--- src/rtl/display_seg_scan_pkg.sv ---
// rtl/display_seg_scan_pkg.sv - glyph constants shared by the seven-segment scanner
package display_seg_scan_pkg;

  typedef logic [3:0] nibble_t;

  localparam logic [6:0] SEG_BLANK = 7'h7F;

  // Active-low glyphs, bit0=a .. bit6=g; element 0 is the rightmost (digit 0).
  localparam logic [15:0][6:0] SEG_GLYPHS = {
    7'h0E, 7'h06, 7'h21, 7'h46, 7'h03, 7'h08, 7'h10, 7'h00,
    7'h78, 7'h02, 7'h12, 7'h19, 7'h30, 7'h24, 7'h79, 7'h40
  };

  function automatic logic [6:0] hex_glyph(input nibble_t value);
    return SEG_GLYPHS[value];
  endfunction

endpackage

--- src/rtl/display_seg_scan_seg7_hex_dec.sv ---
// rtl/display_seg_scan_seg7_hex_dec.sv - combinational nibble to active-low segment decoder
module seg7_hex_dec
  import display_seg_scan_pkg::*;
(
  input  logic [3:0] nibble,
  output logic [6:0] seg
);

  always_comb begin
    seg = hex_glyph(nibble);
  end

endmodule

--- src/rtl/display_seg_scan.sv ---
// rtl/display_seg_scan.sv - multiplexed seven-segment scanner with
// double-buffered image, leading-zero suppression and blink
module display_seg_scan
  import display_seg_scan_pkg::*;
#(
  parameter int NUM_DIGITS   = 8,
  parameter int PRESCALE     = 16,
  parameter int BLINK_FRAMES = 32
) (
  input  logic                    clk,
  input  logic                    rst_n,
  input  logic                    wr_valid,
  output logic                    wr_ready,
  input  logic [4*NUM_DIGITS-1:0] wr_data,
  input  logic [NUM_DIGITS-1:0]   wr_dp,
  input  logic [NUM_DIGITS-1:0]   wr_blink,
  input  logic                    cfg_lzs,
  output logic [6:0]              seg_n,
  output logic                    dp_n,
  output logic [NUM_DIGITS-1:0]   an_n,
  output logic                    frame_tick
);

  localparam int IDX_W = $clog2(NUM_DIGITS);
  localparam int PRE_W = $clog2(PRESCALE);
  localparam int BLK_W = $clog2(BLINK_FRAMES + 1);
  localparam logic [NUM_DIGITS-1:0] AN_ONE = NUM_DIGITS'(1);

  logic [PRE_W-1:0]        pre;
  logic [IDX_W-1:0]        idx;
  logic                    slot_end;
  logic                    frame_end;

  logic                    pend_full;
  logic [4*NUM_DIGITS-1:0] pend_data;
  logic [NUM_DIGITS-1:0]   pend_dp;
  logic [NUM_DIGITS-1:0]   pend_blink;
  logic [4*NUM_DIGITS-1:0] act_data;
  logic [NUM_DIGITS-1:0]   act_dp;
  logic [NUM_DIGITS-1:0]   act_blink;

  logic [BLK_W-1:0]        blink_cnt;
  logic                    blink_phase;

  logic [3:0]              sel_nibble;
  logic [6:0]              dec_seg;
  logic [NUM_DIGITS-1:0]   lz_blank;
  logic                    lead_zero;
  logic                    blank;

  assign slot_end  = (pre == PRE_W'(PRESCALE - 1));
  assign frame_end = slot_end && (idx == IDX_W'(NUM_DIGITS - 1));
  assign wr_ready  = ~pend_full;

  always_ff @(posedge clk or negedge rst_n) begin
    if (!rst_n) begin
      pre        <= '0;
      idx        <= '0;
      frame_tick <= 1'b0;
    end else begin
      pre        <= slot_end ? '0 : pre + 1'b1;
      frame_tick <= frame_end;
      if (slot_end) begin
        idx <= frame_end ? '0 : idx + 1'b1;
      end
    end
  end

  always_ff @(posedge clk or negedge rst_n) begin
    if (!rst_n) begin
      blink_cnt   <= '0;
      blink_phase <= 1'b0;
    end else if (frame_end) begin
      if (blink_cnt == BLK_W'(BLINK_FRAMES - 1)) begin
        blink_cnt   <= '0;
        blink_phase <= ~blink_phase;
      end else begin
        blink_cnt <= blink_cnt + 1'b1;
      end
    end
  end

  // Transfer and capture are exclusive: a full buffer holds wr_ready low.
  always_ff @(posedge clk or negedge rst_n) begin
    if (!rst_n) begin
      pend_full  <= 1'b0;
      pend_data  <= '0;
      pend_dp    <= '0;
      pend_blink <= '0;
      act_data   <= '0;
      act_dp     <= '0;
      act_blink  <= '0;
    end else if (frame_end && pend_full) begin
      act_data  <= pend_data;
      act_dp    <= pend_dp;
      act_blink <= pend_blink;
      pend_full <= 1'b0;
    end else if (wr_valid && wr_ready) begin
      pend_data  <= wr_data;
      pend_dp    <= wr_dp;
      pend_blink <= wr_blink;
      pend_full  <= 1'b1;
    end
  end

  // Digit i is a leading zero when it and every digit above it are zero.
  always_comb begin
    lead_zero = 1'b1;
    lz_blank  = '0;
    for (int i = NUM_DIGITS - 1; i >= 1; i--) begin
      lead_zero   = lead_zero && (act_data[4*i +: 4] == 4'h0);
      lz_blank[i] = lead_zero;
    end
  end

  assign sel_nibble = act_data[4*idx +: 4];
  assign blank      = (cfg_lzs && lz_blank[idx]) || (blink_phase && act_blink[idx]);

  seg7_hex_dec u_dec (
    .nibble (sel_nibble),
    .seg    (dec_seg)
  );

  always_ff @(posedge clk or negedge rst_n) begin
    if (!rst_n) begin
      seg_n <= SEG_BLANK;
      dp_n  <= 1'b1;
      an_n  <= '1;
    end else begin
      seg_n <= blank ? SEG_BLANK : dec_seg;
      dp_n  <= blank || !act_dp[idx];
      an_n  <= ~(AN_ONE << idx);
    end
  end

endmodule

--- config.mk ---
export PLATFORM = sky130hd
export DESIGN_NAME = display_seg_scan
export DESIGN_NICKNAME = d
export VERILOG_FILES = /design/src/rtl/display_seg_scan_pkg.sv /design/src/rtl/display_seg_scan_seg7_hex_dec.sv /design/src/rtl/display_seg_scan.sv
export SDC_FILE = /design/constraint.sdc
export NUM_CORES = 1
export LEC_CHECK = 0
export BUFFER_PORTS_ARGS = -buffer_cell sky130_fd_sc_hd__buf_2
export CORE_AREA = 2 2 137 139
export DETAILED_ROUTE_END_ITERATION = 10
export DIE_AREA = 0 0 139 141
export HOLD_SLACK_MARGIN = 0.02
export PLACE_DENSITY_LB_ADDON = 0.1
export SLEW_MARGIN = 30
export SYNTH_ARGS = -nofsm -noshare
export SYNTH_HDL_FRONTEND = slang
export SYNTH_SLANG_ARGS = --single-unit
--- constraint.sdc ---
create_clock -name clk -period 3.9 [get_ports clk]
set_input_delay 1.17 -clock clk [delete_from_list [all_inputs] [get_ports clk]]
set_output_delay 1.17 -clock clk [all_outputs]
set_load 0.01 [all_outputs]
; Word-level counts from Yosys, hierarchy flattened
; Memories as Yosys holds them, arrays and structs flattened.
; Index checks and enable logic that the tools add are counted.
[totals]
inputBits = 52
ff_bits = 128
out_inout_bits = 18
mem_bits_ro = 112
mem_count = 1
[op_classes]
n_lt_le_gt_ge = 2
eq_ne = 3
mux = 13
n_bitwise = 4
n_reduce_logical = 24
shift = 2
add_sub_neg = 3
[memory_table]
columns = memory, depth, width, read_ports, rd_ports_with_merged_regs, wr, line_no
row1 = (name not given), 16, 7, 1, 0, 0, display_seg_scan_pkg.sv:15  ; return SEG_GLYPHS[value];
[ops]
columns = cell, n
row1 = $shiftx 32x6->4, 1
row2 = $logic_not 4->1, 7
row3 = $mux 7, 2
row4 = $logic_and 1x1->1, 11
row5 = $bmux 1 s3, 3
row6 = $not 8->8, 1
row7 = $shl 1x3->8 const A, 1
row8 = $add 6x1->6 const B, 1
row9 = $eq 6x5->1 const B, 1
row10 = $mux 6, 1
row11 = $lt 4x5->1 const B, 1
row12 = $mux 1, 5
row13 = $add 4x1->4 const B, 1
row14 = $eq 4x4->1 const B, 1
row15 = $lt 3x4->1 const B, 1
row16 = $mux 4, 1
row17 = $reduce_and 2->1, 2
row18 = $add 3x1->3 const B, 1
row19 = $eq 3x3->1 const B, 1
row20 = $mux 3, 1
row21 = $not 1->1, 3
row22 = $logic_or 1x1->1, 2
row23 = $reduce_bool 2->1, 1
row24 = $logic_not 1->1, 1

; Longest topological paths before layout
[depth]
depth_word = 12
mapped_depth = 11
mapped_depth_nobuf = 9

; Hierarchy
; Synthesis repeated with hierarchy kept, for this count alone.
[hier_totals]
cells_unflattened = 389
hier_area_um2 = 5555.3
[modules_own_cells]
columns = module, n_inst, area_per_inst_um2, cells_each
row1 = display_seg_scan, 1, 5280.1, 357
row2 = seg7_hex_dec, 1, 275.3, 32

; Least setup slack after synthesis
; OpenSTA, ideal clock, no wires.
[synth_path]
path_type = input-to-reg
startpoint = input wr_valid
endpoint = register pend_data[11]
setup_slack_ns = 1.372
t_required_ns = 3.775
arrival_time_ns = 2.404
cell_stages = 4
n_path_buf = 2
cell_sequence = nor2b_1 buf_1 buf_1 mux2_2
[synth_via]
elab_chain_len = 2
[synth_rtl]
columns = element, line_no
row1 = start: declaration, display_seg_scan.sv:12  ; input logic wr_valid,
row2 = $logic_and 1x1->1, display_seg_scan.sv:98  ; end else if (wr_valid && wr_ready) begin
row3 = $reduce_and 2->1 (no line), --
row4 = end signal: assignment, display_seg_scan.sv:99  ; pend_data <= wr_data;
row5 = end: declaration, display_seg_scan.sv:35  ; logic [4*NUM_DIGITS-1:0] pend_data;
; Every way passes these cells.
; A chain may end at the register's enable or synchronous reset.

; Worst setup path after layout
[layout_path]
startpoint = register idx[0]
endpoint = register act_data[11]
[layout_via]
elab_chain_len = 3
[layout_rtl]
columns = element, line_no
row1 = start: declaration, display_seg_scan.sv:30  ; logic [IDX_W-1:0] idx;
row2 = start signal: assignment, display_seg_scan.sv:64  ; idx <= frame_end ? '0 : idx + 1'b1;
row3 = $eq 3x3->1, display_seg_scan.sv:52  ; assign frame_end = slot_end && (idx == IDX_W'(NUM_DIGITS - 1));
row4 = $logic_and 1x1->1, display_seg_scan.sv:52
row5 = net frame_end, display_seg_scan.sv:32  ; logic frame_end;
row6 = $logic_and 1x1->1, display_seg_scan.sv:93  ; end else if (frame_end && pend_full) begin
row7 = end signal: assignment, display_seg_scan.sv:94  ; act_data <= pend_data;
row8 = end: declaration, display_seg_scan.sv:38  ; logic [4*NUM_DIGITS-1:0] act_data;
; The timed path passes the listed nets, and every way through them passes these cells.

==> flow_metrics.tcl <==
set metrics [dict create \
    cts_tree "built" \
    drive_gt1_share_pct 51.09 \
    drc 0 \
    vias 3111 \
    gp_congestion 0.7282 \
    first_pass_iters 5 \
    worst_slew_pin_slew_ns 0.8216 \
    status "complete, no violations" \
    r2r-end "act_data[11]" \
    hold-worst-slack_ns 0.4896 \
    cp_common_cell "ha_1" \
    min_path_type "reg -> reg" \
    synth_nets 435 \
    dp_worst_setup_slack_ns 1.139 \
    crit_required_ns 4.19 \
    synth.area.top_cells "dfrtp_1 (50%), mux2_2 (20%), dfstp_2 (7.6%), mux4_1 (3.8%), ha_1 (3.2%)" \
    min-delay-start "pre[0]" \
    clk_pin_slew_ns 0.06 \
    arrival_ns 3.04 \
    drt_iter0_drc 112 \
    maxCapViolations 0 \
    grt_antenna_before_repair 0 \
    io_buffers 69 \
    fp.dieArea_um2 19600 \
    async_reset_ff_share_pct 100.0 \
    rsz0062_at_grt "false" \
    fill_cells 1773 \
    hold_buffers 0 \
    die_h_um 141 \
    cts_buffers 17 \
    cts_buffer_depth 2 \
    area.growth.synth_to_final_pct 22.67 \
    wl_mm 11.23 \
    grtUsageTotal_pct 12.36 \
    detail-route-antenna-nets 0 \
    syn_area_per_cell_um2 15.04 \
    diodes 0 \
    path_cells "ha_1, ha_1, inv_1, nor2_2, nand2_2, buf_4, mux2_2" \
    period_minus_slack_ns 2.745 \
    routedWlPerCell_um 16.23 \
    maxSlewViolCount 0 \
    htreeDepth 4 \
    critical_path.slowest_cell "dfrtp_1" \
    viasPerCell 4.496 \
    initial_core_util_pct 30.39 \
    synth_edf_count 0 \
    end_kind "flop" \
    cpPeakStageDelay_ns 0.87 \
    syn_inst 369 \
    core_um2 18270 \
    max_clock_freq_mhz 364.3 \
    p_per_area_nw_per_um2 483.0 \
    vdd_drop_max_mv 0.3188 \
    tns_ns 0 \
    synth_area_um2 5552 \
    worst_slack_ns 1.155 \
    path_buf_inv 2 \
    hpwl_mm 7.696 \
    reg2reg_depth 7 \
    yosysTopAreaCell "dfrtp_1" \
    worstHoldPathCells 1 \
    crit_fanout 49 \
    grt_pass1_vias 3362 \
    fin_nets 511 \
    grt_pass1_wl_mm 18.47 \
    p_leak_nw 3.276 \
    skew_ns 0.01106 \
    ys_ff_latch 128 \
    hold_viol 0 \
    synth_sequential_area_ratio_pct 58.06 \
    clk_latency_ns 0.42 \
    clock_sinks 128 \
    synth_ff_type "dfrtp_1" \
    min_period_over_period_pct 70.39 \
    grt_start_max_net_pins 63 \
    netlist.area_leader.share_pct 50.48 \
    yosysWarnings 0 \
    post_cts_resized 0 \
    post-cts-setup-buffers 0 \
    ys_types 45 \
    min_delay_worst_endpoint "pre[0]" \
    maxSlewHeadroom_pct 45.23 \
    row_count 50 \
    ctsRootBufferMaster "clkbuf_16" \
    setup_viol 0 \
    die_w_um 139 \
    io_pins 70 \
    rrSetupSlack_ns 1.15 \
    overflow 0 \
    worstSetupPathType "reg -> reg" \
    cp-start-kind "flop" \
    cp_top_family "flip-flops" \
    reg2reg_from "idx[0]" \
]
layer usage:
metal,vias to the layer above,GRT usage (%),routed length (um),part of all wire (%)
li1,1485,-,-,-
met1,1553,16.15,5342,48
met2,62,19.39,5266,47
met3,11,3.872,452,4.0
met4,0,4.625,169,1.5
met5,-,0,0,0
cell families (layout without fill, tap and decap cells):
logic type               count (synthesis)  in the layout  share of synthesized area, %
buffers and inverters                   29            118                         2.682
multiplexers                           119            119                         27.34
XOR/XNOR                                 7              7                         1.104
AO/OA/AOI/OAI                           18             18                         2.727
adder cells (fa/ha/maj)                 15             15                         3.336
AND/OR/NAND/NOR                         53             53                         4.756
flip-flops                             128            128                         58.06
per-stage QoR:
stage	cell area, um2	util, %	power, mW	cells
2_1_floorplan	5552	-	1.506	369
3_3_place_gp	6165	33.75	1.587	660
3_5_place_dp	6165	33.75	1.592	660
4_1_cts	6810	37.28	3.342	692
5_1_grt	6810	37.28	3.430	692
6_report	6810	37.28	3.290	692
state kept, by name, indices dropped and copies added (netlist names):
name and flops:
act_dp 8, pend_full 1, act_blink 8, idx 3, pend_blink 8, dp_n 1, act_data 32, blink_cnt 6
blink_phase 1, an_n 8, seg_n 7, pre 4, pend_data 32, pend_dp 8, frame_tick 1
cells in the final DEF, fill, tap and decap left out, drive strengths merged:
master and instances:
nor4 4, o221ai 4, nor2 7, and4 1, and3 1, maj3 1
mux4 12, buf 75, nand3 6, o21ai 5, or4 2, nor4b 1
o211ai 2, bufinv 5, nand4b 1, nor2b 1, nand3b 1, mux2i 6
nand2 24, nand2b 1, and2 1, o311ai 1, clkinv 4, o21a 1
mux2 101, xor2 3, clkinvlp 2, nand4 1, nor3b 1, inv 11
a21oi 3, dfrtp 112, dfstp 16, xnor2 4, clkbuf 21, a32oi 1
ha 14, o22ai 1
worst max path at each step:
| stage | start | to | slack (ns) | depth (start not counted) |
|---|---|---|---|---|
| floorplan | wr_valid | pend_data[11] | 1.37 | 4 |
| global placement | idx[0] | act_data[2] | 1.15 | 7 |
| detailed placement | idx[0] | act_data[11] | 1.14 | 7 |
| CTS | idx[0] | act_data[11] | 1.13 | 7 |
| global route | idx[0] | blink_phase | 0.93 | 7 |
| finish | idx[0] | act_data[11] | 1.15 | 7 |
cells in the mapped netlist, drive strengths merged, types with 2 or more instances:
master	number
dfrtp	112
mux2	101
nand2	24
dfstp	16
buf	14
ha	14
mux4	12
inv	11
nor2	7
mux2i	6
nand3	6
o21ai	5
clkbuf	4
nor4	4
o221ai	4
xnor2	4
a21oi	3
xor2	3
o211ai	2
or4	2
where the power goes:
part           total (mW)  switching (mW)  internal, mW
sequential           1.44          0.0360          1.40
clock                1.73           0.566          1.16
combinational       0.125          0.0529        0.0720
total                3.29           0.655          2.63
final cells by class:
class | count | area (um2) | share of cell area, %
timing repair buffer | 75 | 417.9 | 6.136
clock buffer | 21 | 460.4 | 6.761
clock inverter | 11 | 185.2 | 2.719
inverter | 11 | 41.29 | 0.6063
sequential | 128 | 3223 | 47.33
multi-input combinational | 212 | 2190 | 32.15
tap | 234 | 292.8 | 4.299
No activity file was read; power rests on OpenSTA's default activity.
